## src/rtl/imem_fetch.sv

```systemverilog
// -----------------------------------------------------------------------------
// imem_fetch
// Instruction fetch stage. Drives the word address of a combinational
// instruction ROM, stores each returned word with its byte PC in a small
// prefetch FIFO and hands the FIFO head to decode over valid/ready.
// A branch redirect flushes the FIFO and restarts fetch at the new PC.
//
// Optional feature macro: FETCH_HALT_EN
//   defined   : a zero ROM word is not enqueued; fetch parks in HALT with the
//               PC frozen until redirect or reset. Adds output 'halted'.
//   undefined : zero words are fetched like any other instruction.
//
// Ports
//   clk          in   1     system clock, rising edge
//   reset        in   1     asynchronous, active-low reset
//   imem_addr    out  6     ROM word address = pc[7:2]
//   imem_q       in   SIZE  ROM read data (combinational from imem_addr)
//   instr_valid  out  1     FIFO head is valid
//   instr_ready  in   1     decode accepts the head this cycle
//   instr_out    out  SIZE  instruction word at FIFO head
//   instr_pc     out  N     byte PC of the head instruction
//   redirect     in   1     branch taken: flush and refetch
//   redirect_pc  in   N     new byte PC, bits [1:0] forced to zero
//   fetch_count  out  CW    FIFO occupancy, 0..DEPTH
//   halted       out  1     (FETCH_HALT_EN only) fetch is parked in HALT
//
// HALT FSM (FETCH_HALT_EN only)
//   state    | meaning
//   ST_FETCH | normal fetch, one word per cycle when the FIFO has room
//   ST_HALT  | zero word seen; pc frozen, FIFO drains, wait for redirect
// -----------------------------------------------------------------------------
module imem_fetch #(
  parameter int N     = 64,
  parameter int SIZE  = 32,
  parameter int DEPTH = 4,
  localparam int AW   = $clog2(DEPTH),
  localparam int CW   = $clog2(DEPTH) + 1
) (
  input  logic            clk,
  input  logic            reset,
  output logic [5:0]      imem_addr,
  input  logic [SIZE-1:0] imem_q,
  output logic            instr_valid,
  input  logic            instr_ready,
  output logic [SIZE-1:0] instr_out,
  output logic [N-1:0]    instr_pc,
  input  logic            redirect,
  input  logic [N-1:0]    redirect_pc,
  output logic [CW-1:0]   fetch_count
`ifdef FETCH_HALT_EN
  ,
  output logic            halted
`endif
);

  localparam logic [CW-1:0] DEPTH_C = CW'(DEPTH);

  logic [N-1:0]    r_pc;
  logic [SIZE-1:0] r_mem_instr [DEPTH];
  logic [N-1:0]    r_mem_pc    [DEPTH];
  logic [AW-1:0]   r_wptr;
  logic [AW-1:0]   r_rptr;
  logic [CW-1:0]   r_count;

  logic            w_fetch_en;
  logic            w_not_empty;
  logic            w_pop;
  logic            w_push;
  logic [N-1:0]    w_redir_pc;

  // Masking keeps every redirect_pc bit in use while forcing word alignment.
  assign w_redir_pc  = redirect_pc & ~N'(3);

  assign w_not_empty = (r_count != '0);
  assign w_pop       = w_not_empty && instr_ready && !redirect;
  // Full FIFO may still accept a word when the head leaves in the same cycle.
  assign w_push      = !redirect && w_fetch_en && ((r_count < DEPTH_C) || w_pop);

  assign imem_addr   = r_pc[7:2];
  assign instr_valid = w_not_empty && !redirect;
  assign instr_out   = r_mem_instr[r_rptr];
  assign instr_pc    = r_mem_pc[r_rptr];
  assign fetch_count = r_count;

`ifdef FETCH_HALT_EN
  typedef enum logic {ST_FETCH, ST_HALT} state_t;
  state_t r_state;
  state_t w_state_nxt;

  always_ff @(posedge clk or negedge reset) begin
    if (!reset) r_state <= ST_FETCH;
    else        r_state <= w_state_nxt;
  end

  always_comb begin
    w_state_nxt = r_state;
    w_fetch_en  = 1'b0;
    case (r_state)
      ST_FETCH: begin
        w_fetch_en = (imem_q != '0);
        if (!redirect && (imem_q == '0)) w_state_nxt = ST_HALT;
      end
      ST_HALT: begin
        if (redirect) w_state_nxt = ST_FETCH;
      end
      default: w_state_nxt = ST_FETCH;
    endcase
  end

  assign halted = (r_state == ST_HALT);
`else
  assign w_fetch_en = 1'b1;
`endif

  always_ff @(posedge clk or negedge reset) begin
    if (!reset) begin
      r_pc <= '0;
    end else if (redirect) begin
      r_pc <= w_redir_pc;
    end else if (w_push) begin
      r_pc <= r_pc + N'(4);
    end
  end

  always_ff @(posedge clk or negedge reset) begin
    if (!reset) begin
      r_wptr  <= '0;
      r_rptr  <= '0;
      r_count <= '0;
    end else if (redirect) begin
      r_wptr  <= '0;
      r_rptr  <= '0;
      r_count <= '0;
    end else begin
      if (w_push) r_wptr <= r_wptr + AW'(1);
      if (w_pop)  r_rptr <= r_rptr + AW'(1);
      r_count <= r_count + CW'(w_push) - CW'(w_pop);
    end
  end

  // Storage is reset so the head outputs read zero straight out of reset.
  always_ff @(posedge clk or negedge reset) begin
    if (!reset) begin
      for (int i = 0; i < DEPTH; i++) begin
        r_mem_instr[i] <= '0;
        r_mem_pc[i]    <= '0;
      end
    end else if (w_push) begin
      r_mem_instr[r_wptr] <= imem_q;
      r_mem_pc[r_wptr]    <= r_pc;
    end
  end

endmodule

```

## config.mk

```make
export PLATFORM = sky130hd
export DESIGN_NAME = imem_fetch
export DESIGN_NICKNAME = d
export VERILOG_FILES = /design/src/rtl/imem_fetch.sv
export SDC_FILE = /design/constraint.sdc
export NUM_CORES = 1
export LEC_CHECK = 0
export CORE_ASPECT_RATIO = 0.6
export CORE_MARGIN = 2
export CORE_UTILIZATION = 40
export DETAILED_ROUTE_END_ITERATION = 8
export PLACE_DENSITY = 0.62
export SLEW_MARGIN = 40
export SYNTH_ARGS = -nofsm -noshare
export SYNTH_HDL_FRONTEND = slang
export SYNTH_SLANG_ARGS = --single-unit
```

## constraint.sdc

```tcl
create_clock -name clk -period 5.3 [get_ports clk]
set_clock_uncertainty 0.05 [all_clocks]
set_input_delay 1.06 -clock clk [delete_from_list [all_inputs] [get_ports clk]]
set_output_delay 1.06 -clock clk [all_outputs]
set_load 0.02 [all_outputs]
```

* Word-level counts from Yosys, hierarchy flattened
Cells that the tools add are included.
Word-level totals: register bits after elaboration 455, memories 0, bits in latches 0, RAM bits 0, logic and storage cells 52, input bits 100, output and inout port bits 106, bits in read-only memories 0
Cells by class: eq/ne operators 0, $lt $le $gt $ge 4, divide/modulo/power cells 0, $add $sub $neg 5, multipliers 0, reduce and logical (&&, ||, !) cells 10, shift-type cells 0, bitwise operators 2, mux-type cells 19
Operators by type and width (number):
- $mux W64 | 5
- $bwmux W256 | 1
- $bmux W64 S2 | 1
- $bwmux W128 | 1
- $demux W64 S2 | 1
- $mux W32 | 3
- $add A64 B3 Y64 const B | 1
- $bmux W32 S2 | 1
- $demux W32 S2 | 1
- $mux W2 | 4
- $ge A3 B3 Y1 const B | 2
- $not A2 Y3 | 2
- $logic_and A1 B1 Y1 | 5
- $add A2 B1 Y2 const B | 2
- $reduce_bool A2 Y1 | 2
- $add A3 B1 Y3 | 1
- $lt A3 B1 Y1 const B | 1
- $lt A3 B3 Y1 const B | 1
- $mux W3 | 1
- $reduce_bool A3 Y1 | 1
- $sub A3 B1 Y3 | 1
- $logic_not A1 Y1 | 1
- $logic_or A1 B1 Y1 | 1

* Logic depth before layout (Yosys ltp)
Gate-level depths: netlist of run 1.
word-level depth 8, mapped depth 12, mapped depth without buffers 10

* Worst setup path before layout of run 1
No wires, ideal clock.
path kind input-to-reg, start input port redirect, end register r_count[2] (netlist: fetch_count[2]), stages on the path 12, arrival 3.310 ns, required time 5.118 ns, slack 1.808 ns, setup time 0.132 ns, path through clkbuf_1 clkbuf_1 clkbuf_1 buf_1 nor2_1 ha_1 inv_1 ha_1 inv_1 fa_1 xnor2_1 nor2_1
On the way: word-level cells in the longest chain between the ends 7
Ends and longest elaborated chain:
- from (decl) | RTL line 47 | input logic redirect,
- $logic_not A1 Y1 | RTL line 75, 77
- $logic_and A1 B1 Y1 | RTL line 75 | assign w_pop = w_not_empty && instr_ready && !redirect;
- $logic_or A1 B1 Y1 | RTL line 77 | assign w_push = !redirect && w_fetch_en && ((r_count < DEPTH_C) || w_pop);
- $logic_and A1 B1 Y1 | RTL line 77
- $add A3 B1 Y3 | RTL line 137 | r_count <= r_count + CW'(w_push) - CW'(w_pop);
- $sub A3 B1 Y3 | RTL line 137
- $mux W3 * | RTL line 130 | end else if (redirect) begin
- to (signal assigned) | RTL line 137
- to (decl) | RTL line 63 | logic [CW-1:0] r_count;
Mark *: on every way between the ends. The rest lies on a longest branch, timed or not. A chain may end at the register's enable or synchronous reset.

* Worst setup path after layout of run 1
start register r_rptr[0], end output port instr_pc[2]
On the way: word-level cells in the longest chain between the ends 4
Ends and longest elaborated chain:
- from (decl) | RTL line 62 | logic [AW-1:0] r_rptr;
- from (signal assigned) | RTL line 136 | if (w_pop) r_rptr <= r_rptr + AW'(1);
- $not A2 Y3 (not written as such) | RTL line 82 | assign instr_pc = r_mem_pc[r_rptr];
- $bmux W64 S2 | RTL line 82
- $mux W64 (not written as such) (2 in a row) | RTL line 82
- to (decl) | RTL line 46 | output logic [N-1:0] instr_pc,
Every way passes these cells. The select of a mux whose other input is x is not followed.

==> results.sh, run 1 <==
export IMPL_run_status="finished clean"
export IMPL_worst_pin_slew_ps=814
export IMPL_fp_dieW_um=296
export IMPL_ctsHoldBuffers=0
export IMPL_postSynthCellCount=1443
export IMPL_report_final_slew_viol_count=0
export IMPL_post_route_util=0.484
export IMPL_wl_um=50300
export IMPL_cts_max_level=2
export IMPL_worst_r2r_path_depth=6
export IMPL_p_per_area_nw_per_um2=587
export IMPL_initial_antenna_violation_count=3
export IMPL_final_setup_tns_ps=0
export IMPL_synth_area_leaders="dfrtp_1 (54%), mux2_2 (21%), mux4_2 (10%)"
export IMPL_yosys_area_top_type="dfrtp_1"
export IMPL_cts_resized=0
export IMPL_crit_end="instr_pc[2]"
export IMPL_synth_yosys_seq_area_share=0.544
export IMPL_path_class="reg -> out"
export IMPL_worstPathMaxFanout=23
export IMPL_critical_path_top_delay_family="buffers and inverters"
export IMPL_achievable_frequency_ghz=0.243
export IMPL_rsz_0062_raised_after_global_routing="no"
export IMPL_clock_insertion_delay_worst_skew_ps=560
export IMPL_crit_cells=3
export IMPL_wl_per_cell_um=21.7
export IMPL_layout_nets=1697
export IMPL_ant_nets=0
export IMPL_syn_area_per_cell_um2=14.2
export IMPL_p_total_w=0.0144
export IMPL_worstSetupEndpointType="output port"
export IMPL_maximum_number_of_pins_on_one_net_before_global_route_repair=114
export IMPL_final_hold_viol_count=0
export IMPL_mappedNetlistArea_um2=20500
export IMPL_first_global_vias=13000
export IMPL_core_area_um2=50700
export IMPL_path_buf_inv=2
export IMPL_cts_sinks=445
export IMPL_clockRootBuffer="clkbuf_16"
export IMPL_detail_route_first_pass_iterations=6
export IMPL_clk_pin_slew_ps=60
export IMPL_global_route_wire_length_before_repair_um=78600
export IMPL_place_gp_congestion=0.776
export IMPL_postSynthRegisterBits=445
export IMPL_yosysUniqueCellTypes=50
export IMPL_drt_vias_per_instance=5.45
export IMPL_r2r_end="r_pc[62]"
export IMPL_fillerInstances=4372
export IMPL_die_area_um2=53000
export IMPL_critPathSlowestCell="dfrtp_4"
export IMPL_yosys_warnings=0
export IMPL_finalSetupViolations=0
export IMPL_grt_usage=0.193
export IMPL_max_capacitance_violation_total=0
export IMPL_period_minus_slack_ps=4120
export IMPL_crit_chain="buf_4 -> mux4_2 -> clkdlybuf4s50_1"
export IMPL_rows=64
export IMPL_global_route_overflow_total=0
export IMPL_tritoncts="yes"
export IMPL_ratio_of_cells_with_drive_above_1_in_the_final_layout=0.358
export IMPL_post_cts_setup_buffers=0
export IMPL_die_height_um=179
export IMPL_post_route_drc_count=0
export IMPL_timing_hold_ws_ps=368
export IMPL_slew_limit_headroom=0.454
export IMPL_finalInstanceArea_um2=24500
export IMPL_port_buffers=201
export IMPL_floorplan_io_pins=206
export IMPL_worst_ep_arrival_time_ps=3010
export IMPL_dr_first_iter_drc_count=838
export IMPL_fin_crit_sh=0.778
export IMPL_hold_path_class="in -> async"
export IMPL_number_of_buffers_inserted_during_clock_tree_synthesis=44
export IMPL_required_ps=4190
export IMPL_clk_buf_depth=3
export IMPL_timing_critical_path_from_type="flip-flop"
export IMPL_hpwl_detailed_um=32000
export IMPL_total_leakage_power_nw=9.75
export IMPL_starting_density=0.404
export IMPL_cpPeakStageDelay_ps=790
export IMPL_regToRegSetupSlack_ps=2360
export IMPL_startpoint="r_rptr[0]"
export IMPL_dr_total_vias=12600
export IMPL_critical_path_reg2reg_startpoint="r_pc[2]"
export IMPL_yosys_area_top_type_share=0.544
export IMPL_dpl_cell_area_um2=23100
export IMPL_vdd_ir_drop_max_uv=380
export IMPL_synthToLayoutAreaGrowth_pct=19.9
## sequential cells by signal (all words and copies together), names as in the netlist
signal / flops
r_pc: 62
fetch_count: 3
r_wptr: 2
r_mem_instr: 128
r_rptr: 2
r_mem_pc: 248
## Yosys cell counts (all sizes together)
library cell    n
or4            12
nand2          71
o211ai          1
nor3           19
a2111oi         2
clkbuf         55
a211oi          2
nand4          32
and2            4
nand3b          1
mux2i           7
mux4           94
conb            1
or2             1
inv            13
nor4           17
and4            3
ha              7
or3             8
a221o           7
a21oi           5
a22o            1
a22oi           6
a31oi          11
mux2          376
o21ai          42
xor2           24
buf            71
fa              1
o31ai           4
and3            6
nand2b          2
xnor2          14
nand3          27
nor2b          14
a211o           3
nor2           32
nand4b          2
dfrtp         445
## worst min path at each step
stage,start,endpoint,slack (ps),cells past startpoint
CTS,reset,r_mem_pc[77],340,1
global route,reset,r_mem_pc[77],350,1
detailed placement,r_mem_instr[37],r_mem_instr[37],440,1
floorplan,r_mem_instr[32],r_mem_instr[32],430,1
finish,reset,r_mem_pc[145],370,1
global placement,r_mem_instr[48],r_mem_instr[48],430,1
## placed cells by master, fill, tap and decap left out, drive strengths merged, types with 27 or more instances in the layout
cell           count
nor2              32
o21ai             42
mux2             376
clkdlybuf4s50    199
nand3             27
clkbuf            62
dfrtp            445
nand4             32
nand2             71
mux4              94
## layout make-up
type / instances / area, um^2 / area share
timing repair buffer: 225 / 2320 / 0.0945
inverter: 13 / 48.8 / 0.00199
clock buffer: 62 / 1260 / 0.0513
tap: 693 / 867 / 0.0353
sequential: 445 / 11100 / 0.454
clock inverter: 14 / 143 / 0.00581
multi-input combinational: 860 / 8740 / 0.356
antenna: 3 / 7.51 / 0.000306
## routing by layer
layer | up-vias | track usage | routed length [um]
li1 | 5600 | - | -
met1 | 6702 | 0.278 | 23500
met2 | 241 | 0.305 | 23700
met3 | 73 | 0.0319 | 2010
met4 | 0 | 0.0486 | 993
met5 | - | 0 | 0
## power by group
group          internal [W]  total (W)  switching [W]  leakage (nW)
Clock               0.00176    0.00309        0.00134         0.698
Combinational       0.00323    0.00553        0.00230          3.70
Sequential          0.00487    0.00576       0.000891          5.35
Total               0.00986     0.0144        0.00453          9.75
## per-stage QoR
step,setup WS (ps),instances
floorplan,1810,1444
global placement,1510,2235
detailed placement,1470,2236
CTS,1070,2312
global route,986,2315
finish,1180,2315
## logic make-up (layout without fill, tap and decap cells)
family | after synthesis | in the layout | synth area share
multiplexers | 477 | 477 | 0.314
other | 1 | 5 | 0.000183
flip-flops | 445 | 445 | 0.544
adder cells (fa/ha/maj) | 8 | 8 | 0.00526
AO/OA/AOI/OAI | 84 | 84 | 0.0268
buffers and inverters | 139 | 314 | 0.0291
AND/OR/NAND/NOR | 251 | 251 | 0.0641
XOR/XNOR | 38 | 38 | 0.0163
Power figures use the tool's default switching activity.
==> run 2: changes to the inputs <==
- PLACE_DENSITY: 0.62 -> 0.65
- clock period: 5.3 -> 3.4 ns (I/O delays scaled with it)
==> results.sh, run 2 (same netlist as run 1, synthesis figures left out) <==
export IMPL_timing_critical_path_from_type="flip-flop"
export IMPL_clk_buf_depth=3
export IMPL_dr_total_vias=12800
export IMPL_wl_per_cell_um=21.5
export IMPL_largest_register="r_mem_pc"
export IMPL_worst_ep_arrival_time_ps=2520
export IMPL_ant_nets=0
export IMPL_clock_insertion_delay_worst_skew_ps=570
export IMPL_ratio_of_cells_with_drive_above_1_in_the_final_layout=0.367
export IMPL_p_total_w=0.0229
export IMPL_die_area_um2=53000
export IMPL_dr_first_iter_drc_count=665
export IMPL_first_global_vias=13300
export IMPL_global_route_wire_length_before_repair_um=78300
export IMPL_fp_dieW_um=296
export IMPL_largest_register_ff_count=248
export IMPL_post_route_util=0.493
export IMPL_ctsHoldBuffers=0
export IMPL_period_minus_slack_ps=3250
export IMPL_dpl_worst_slack_ps=171
export IMPL_global_route_overflow_total=0
export IMPL_finalInstanceArea_um2=25000
export IMPL_drt_vias_per_instance=5.45
export IMPL_worst_pin_slew_ps=813
export IMPL_cts_resized=0
export IMPL_worstSetupEndpointType="output port"
export IMPL_cts_max_level=2
export IMPL_most_common_layout_cells="dfrtp_1 (443), mux2_2 (376), clkdlybuf4s50_1 (199), mux4_2 (94), nand2_1 (71)"
export IMPL_place_gp_congestion=0.803
export IMPL_layout_nets=1726
export IMPL_achievable_frequency_ghz=0.308
export IMPL_final_hold_viol_count=0
export IMPL_die_height_um=179
export IMPL_rsz_0062_raised_after_global_routing="no"
export IMPL_post_cts_setup_buffers=3
export IMPL_setup_ws_ps=149
export IMPL_largest_regs="r_mem_pc: 248 flops, r_mem_instr: 128 flops, r_pc: 62 flops"
export IMPL_synthToLayoutAreaGrowth_pct=22.1
export IMPL_grt_usage=0.191
export IMPL_floorplan_io_pins=206
export IMPL_final_setup_tns_ps=0
export IMPL_initial_antenna_violation_count=1
export IMPL_max_capacitance_violation_total=0
export IMPL_slew_limit_headroom=0.454
export IMPL_wl_um=50400
export IMPL_vdd_ir_drop_max_uv=613
export IMPL_path_class="reg -> out"
export IMPL_starting_density=0.404
export IMPL_dpl_cell_area_um2=23400
export IMPL_fillerInstances=4342
export IMPL_core_area_um2=50700
export IMPL_most_common_cell_after_layout_fill_and_taps_aside="dfrtp_1"
export IMPL_hpwl_detailed_um=33600
export IMPL_clk_pin_slew_ps=60
export IMPL_tritoncts="yes"
export IMPL_number_of_buffers_inserted_during_clock_tree_synthesis=45
export IMPL_finalSetupViolations=0
export IMPL_report_final_slew_viol_count=0
export IMPL_rows=64
export IMPL_worstPathMaxFanout=19
export IMPL_total_leakage_power_nw=9.96
export IMPL_maximum_number_of_pins_on_one_net_before_global_route_repair=79
export IMPL_detail_route_first_pass_iterations=5
export IMPL_clockRootBuffer="clkbuf_16"
export IMPL_fin_crit_sh=0.956
export IMPL_p_per_area_nw_per_um2=919
export IMPL_required_ps=2670
export IMPL_run_status="finished clean"
export IMPL_port_buffers=201
export IMPL_cts_sinks=445
export IMPL_post_route_drc_count=0
export IMPL_hold_path_class="in -> async"
## run 2: worst max-delay path, stage by stage, from the launching register on
cell	delay, ps
dfrtp_4	670
buf_4	350
mux4_2	350
clkdlybuf4s50_1	570
## run 2: area by class of cell
class                      instances  area, um^2  share of cell area
antenna                            1        2.50            0.000100
clock buffer                      66        1320              0.0527
clock inverter                    11         169             0.00677
inverter                          13        48.8             0.00195
multi-input combinational        860        8740               0.350
sequential                       445       11100               0.446
tap                              693         867              0.0347
timing repair buffer             253        2680               0.107
## run 2: worst paths after layout
check,start,endpoint,slack [ps],cells after the start
min,reset,r_mem_pc[211],30,1
min in group clk,redirect,r_pc[2],370,2
max,r_rptr[1],instr_pc[36],150,3
min reg2reg,r_mem_instr[46],r_mem_instr[46],450,1
max in group asynchronous,reset,r_mem_instr[122],2290,3
max reg2reg,r_pc[17],r_pc[55],650,5
## run 2: per-stage QoR
step | hold WS (ps) | instances
2_1_floorplan | 334 | 1444
3_3_place_gp | 434 | 2261
3_5_place_dp | 440 | 2261
4_1_cts | 39.9 | 2341
5_1_grt | 54.3 | 2342
6_report | 33.9 | 2342
## run 2: power breakdown
part	total, W	internal (W)	switching, W
Sequential	0.00892	0.00760	0.00132
Clock	0.00505	0.00298	0.00207
Combinational	0.00897	0.00522	0.00375
## run 2: metal layers
layer / wire length, um / vias to the layer above / part of all wire / global-route usage
met4: 1260 / 0 / 0.025 / 0.0551
met5: 0 / - / 0 / 0
li1: - / 5662 / - / -
met1: 23600 / 6766 / 0.47 / 0.275
met2: 23200 / 268 / 0.46 / 0.298
met3: 2340 / 74 / 0.046 / 0.0341
==> run 3: changes to the inputs <==
- PLACE_DENSITY: 0.65 -> not set
- PLACE_DENSITY_LB_ADDON: not set -> 0.08
- REMOVE_ABC_BUFFERS: not set -> 1
==> results.sh, run 3 (same netlist as run 1, synthesis figures left out) <==
export IMPL_dpl_worst_slack_ps=193
export IMPL_fin_crit_sh=0.977
export IMPL_part_of_the_power_in_registers=0.393
export IMPL_clk_pin_slew_ps=60
export IMPL_switching_power_w=0.00705
export IMPL_setup_ws_ps=79.3
export IMPL_tritoncts="yes"
export IMPL_met2_length_um=24100
export IMPL_fp_dieW_um=296
export IMPL_global_route_wire_length_before_repair_um=79200
export IMPL_intPower_w=0.0156
export IMPL_global_route_overflow_total=0
export IMPL_hpwl_detailed_um=32800
export IMPL_dr_total_vias=12500
export IMPL_slew_limit_headroom=0.436
export IMPL_post_route_util=0.491
export IMPL_first_global_vias=13000
export IMPL_die_height_um=179
export IMPL_port_buffers=201
export IMPL_floorplan_io_pins=206
export IMPL_hold_path_class="reg -> reg"
export IMPL_vdd_ir_drop_max_uv=462
export IMPL_most_common_cell_after_layout_fill_and_taps_aside="dfrtp_1"
export IMPL_total_leakage_power_nw=9.91
export IMPL_most_common_layout_cells="dfrtp_1 (443), mux2_2 (376), clkdlybuf4s50_1 (199), mux4_2 (94), nand2_1 (71)"
export IMPL_grt_usage=0.195
export IMPL_starting_density=0.404
export IMPL_met1_length_um=24000
export IMPL_rows=64
export IMPL_cts_sinks=445
export IMPL_post_route_drc_count=0
export IMPL_routed_wl_met3_um=1960
export IMPL_drt_vias_per_instance=5.36
export IMPL_achievable_frequency_ghz=0.301
export IMPL_largest_register_ff_count=248
export IMPL_wl_per_cell_um=21.7
export IMPL_required_ps=2670
export IMPL_power_switching_share=0.312
export IMPL_wl_um=50800
export IMPL_synthToLayoutAreaGrowth_pct=21.7
export IMPL_run_status="finished clean"
export IMPL_die_area_um2=53000
export IMPL_cts_max_level=2
export IMPL_report_final_slew_viol_count=0
export IMPL_ratio_of_cells_with_drive_above_1_in_the_final_layout=0.363
export IMPL_worst_ep_arrival_time_ps=2590
export IMPL_period_minus_slack_ps=3320
export IMPL_clk_buf_depth=3
export IMPL_fillerInstances=4393
export IMPL_area_of_the_multi_input_gates_um2=8740
export IMPL_finalSetupViolations=0
export IMPL_initial_antenna_violation_count=0
export IMPL_dr_first_iter_drc_count=678
export IMPL_clock_insertion_delay_worst_skew_ps=550
export IMPL_path_class="reg -> out"
export IMPL_worst_pin_slew_ps=844
export IMPL_detail_route_first_pass_iterations=4
export IMPL_p_per_area_nw_per_um2=909
export IMPL_ant_nets=0
export IMPL_max_capacitance_violation_total=0
export IMPL_highest_signal_layer="met4"
export IMPL_maximum_number_of_pins_on_one_net_before_global_route_repair=112
export IMPL_largest_register="r_mem_pc"
export IMPL_clkPwrFrac=0.211
export IMPL_worstPathMaxFanout=20
export IMPL_timing_critical_path_from_type="flip-flop"
export IMPL_p_comb_frac=0.396
export IMPL_rsz_0062_raised_after_global_routing="no"
export IMPL_number_of_buffers_inserted_during_clock_tree_synthesis=46
export IMPL_core_area_um2=50700
export IMPL_layout_nets=1721
export IMPL_largest_regs="r_mem_pc: 248 flops, r_mem_instr: 128 flops, r_pc: 62 flops"
export IMPL_final_hold_viol_count=0
export IMPL_clockRootBuffer="clkbuf_16"
export IMPL_worstSetupEndpointType="output port"
export IMPL_sequential_cell_area_um2=11100
export IMPL_place_gp_congestion=0.782
==> run 3: layer usage <==
layer	vias to the layer above	track usage
met5	-	0
met4	0	0.0356
met3	56	0.0305
met2	197	0.312
met1	6608	0.284
li1	5657	-
==> run 3: power by group through the flow <==
stage	logic, W	registers, W	clock network, W
floorplan	0.00568	0.00876	0
global placement	0.00884	0.00891	0
detailed placement	0.00898	0.00899	0
CTS	0.00916	0.00888	0.00496
global route	0.00956	0.00919	0.00520
finish	0.00896	0.00889	0.00478
==> run 3: critical path: stages (launching register included) <==
cell and delay [ps]:
dfrtp_4 440, buf_12 140, buf_12 210, mux4_2 630, clkdlybuf4s50_1 580
==> run 3: layout make-up <==
cell class | count | share of cell area
Clock inverter | 6 | 0.00136
Sequential cell | 445 | 0.448
Timing Repair Buffer | 247 | 0.108
Multi-Input combinational cell | 860 | 0.351
Tap cell | 693 | 0.0348
Clock buffer | 69 | 0.0546
Antenna cell | 1 | 0.000101
Inverter | 13 | 0.00196
==> run 3: repair_timing <==
action / CTS / global route
endpoints found under the hold margin: 15 / 0
hold buffers: 1 / 0
resized for setup: 1 / 0
buffers inserted: 3 / 0
setup endpoints to repair: 48 / 0
==> run 3: final timing paths <==
| path | cells after the start | end | start | slack, ps |
|---|---|---|---|---|
| worst min-delay path | 1 | r_mem_pc[68] | r_mem_pc[68] | 450 |
| worst max register to register | 7 | r_pc[14] | r_pc[2] | 750 |
| worst max-delay path | 4 | instr_pc[33] | r_rptr[0] | 80 |
| min in group asynchronous | 2 | r_mem_instr[88] | reset | 600 |
| worst min register to register | 1 | r_mem_pc[68] | r_mem_pc[68] | 450 |
| max in group asynchronous | 3 | r_mem_pc[71] | reset | 1700 |
==> run 3: stage by stage <==
stage                     hold WS (ps)  setup TNS (ps)  total power [W]  cells  cell area (um^2)
after floorplan                    334         -429700           0.0144   1318             19900
after global placement             434               0           0.0178   2253             23400
after detailed placement           440               0           0.0180   2253             23400
after CTS                          453               0           0.0230   2333             24900
after global routing               459               0           0.0240   2333             24900
final                              450               0           0.0226   2334             24900
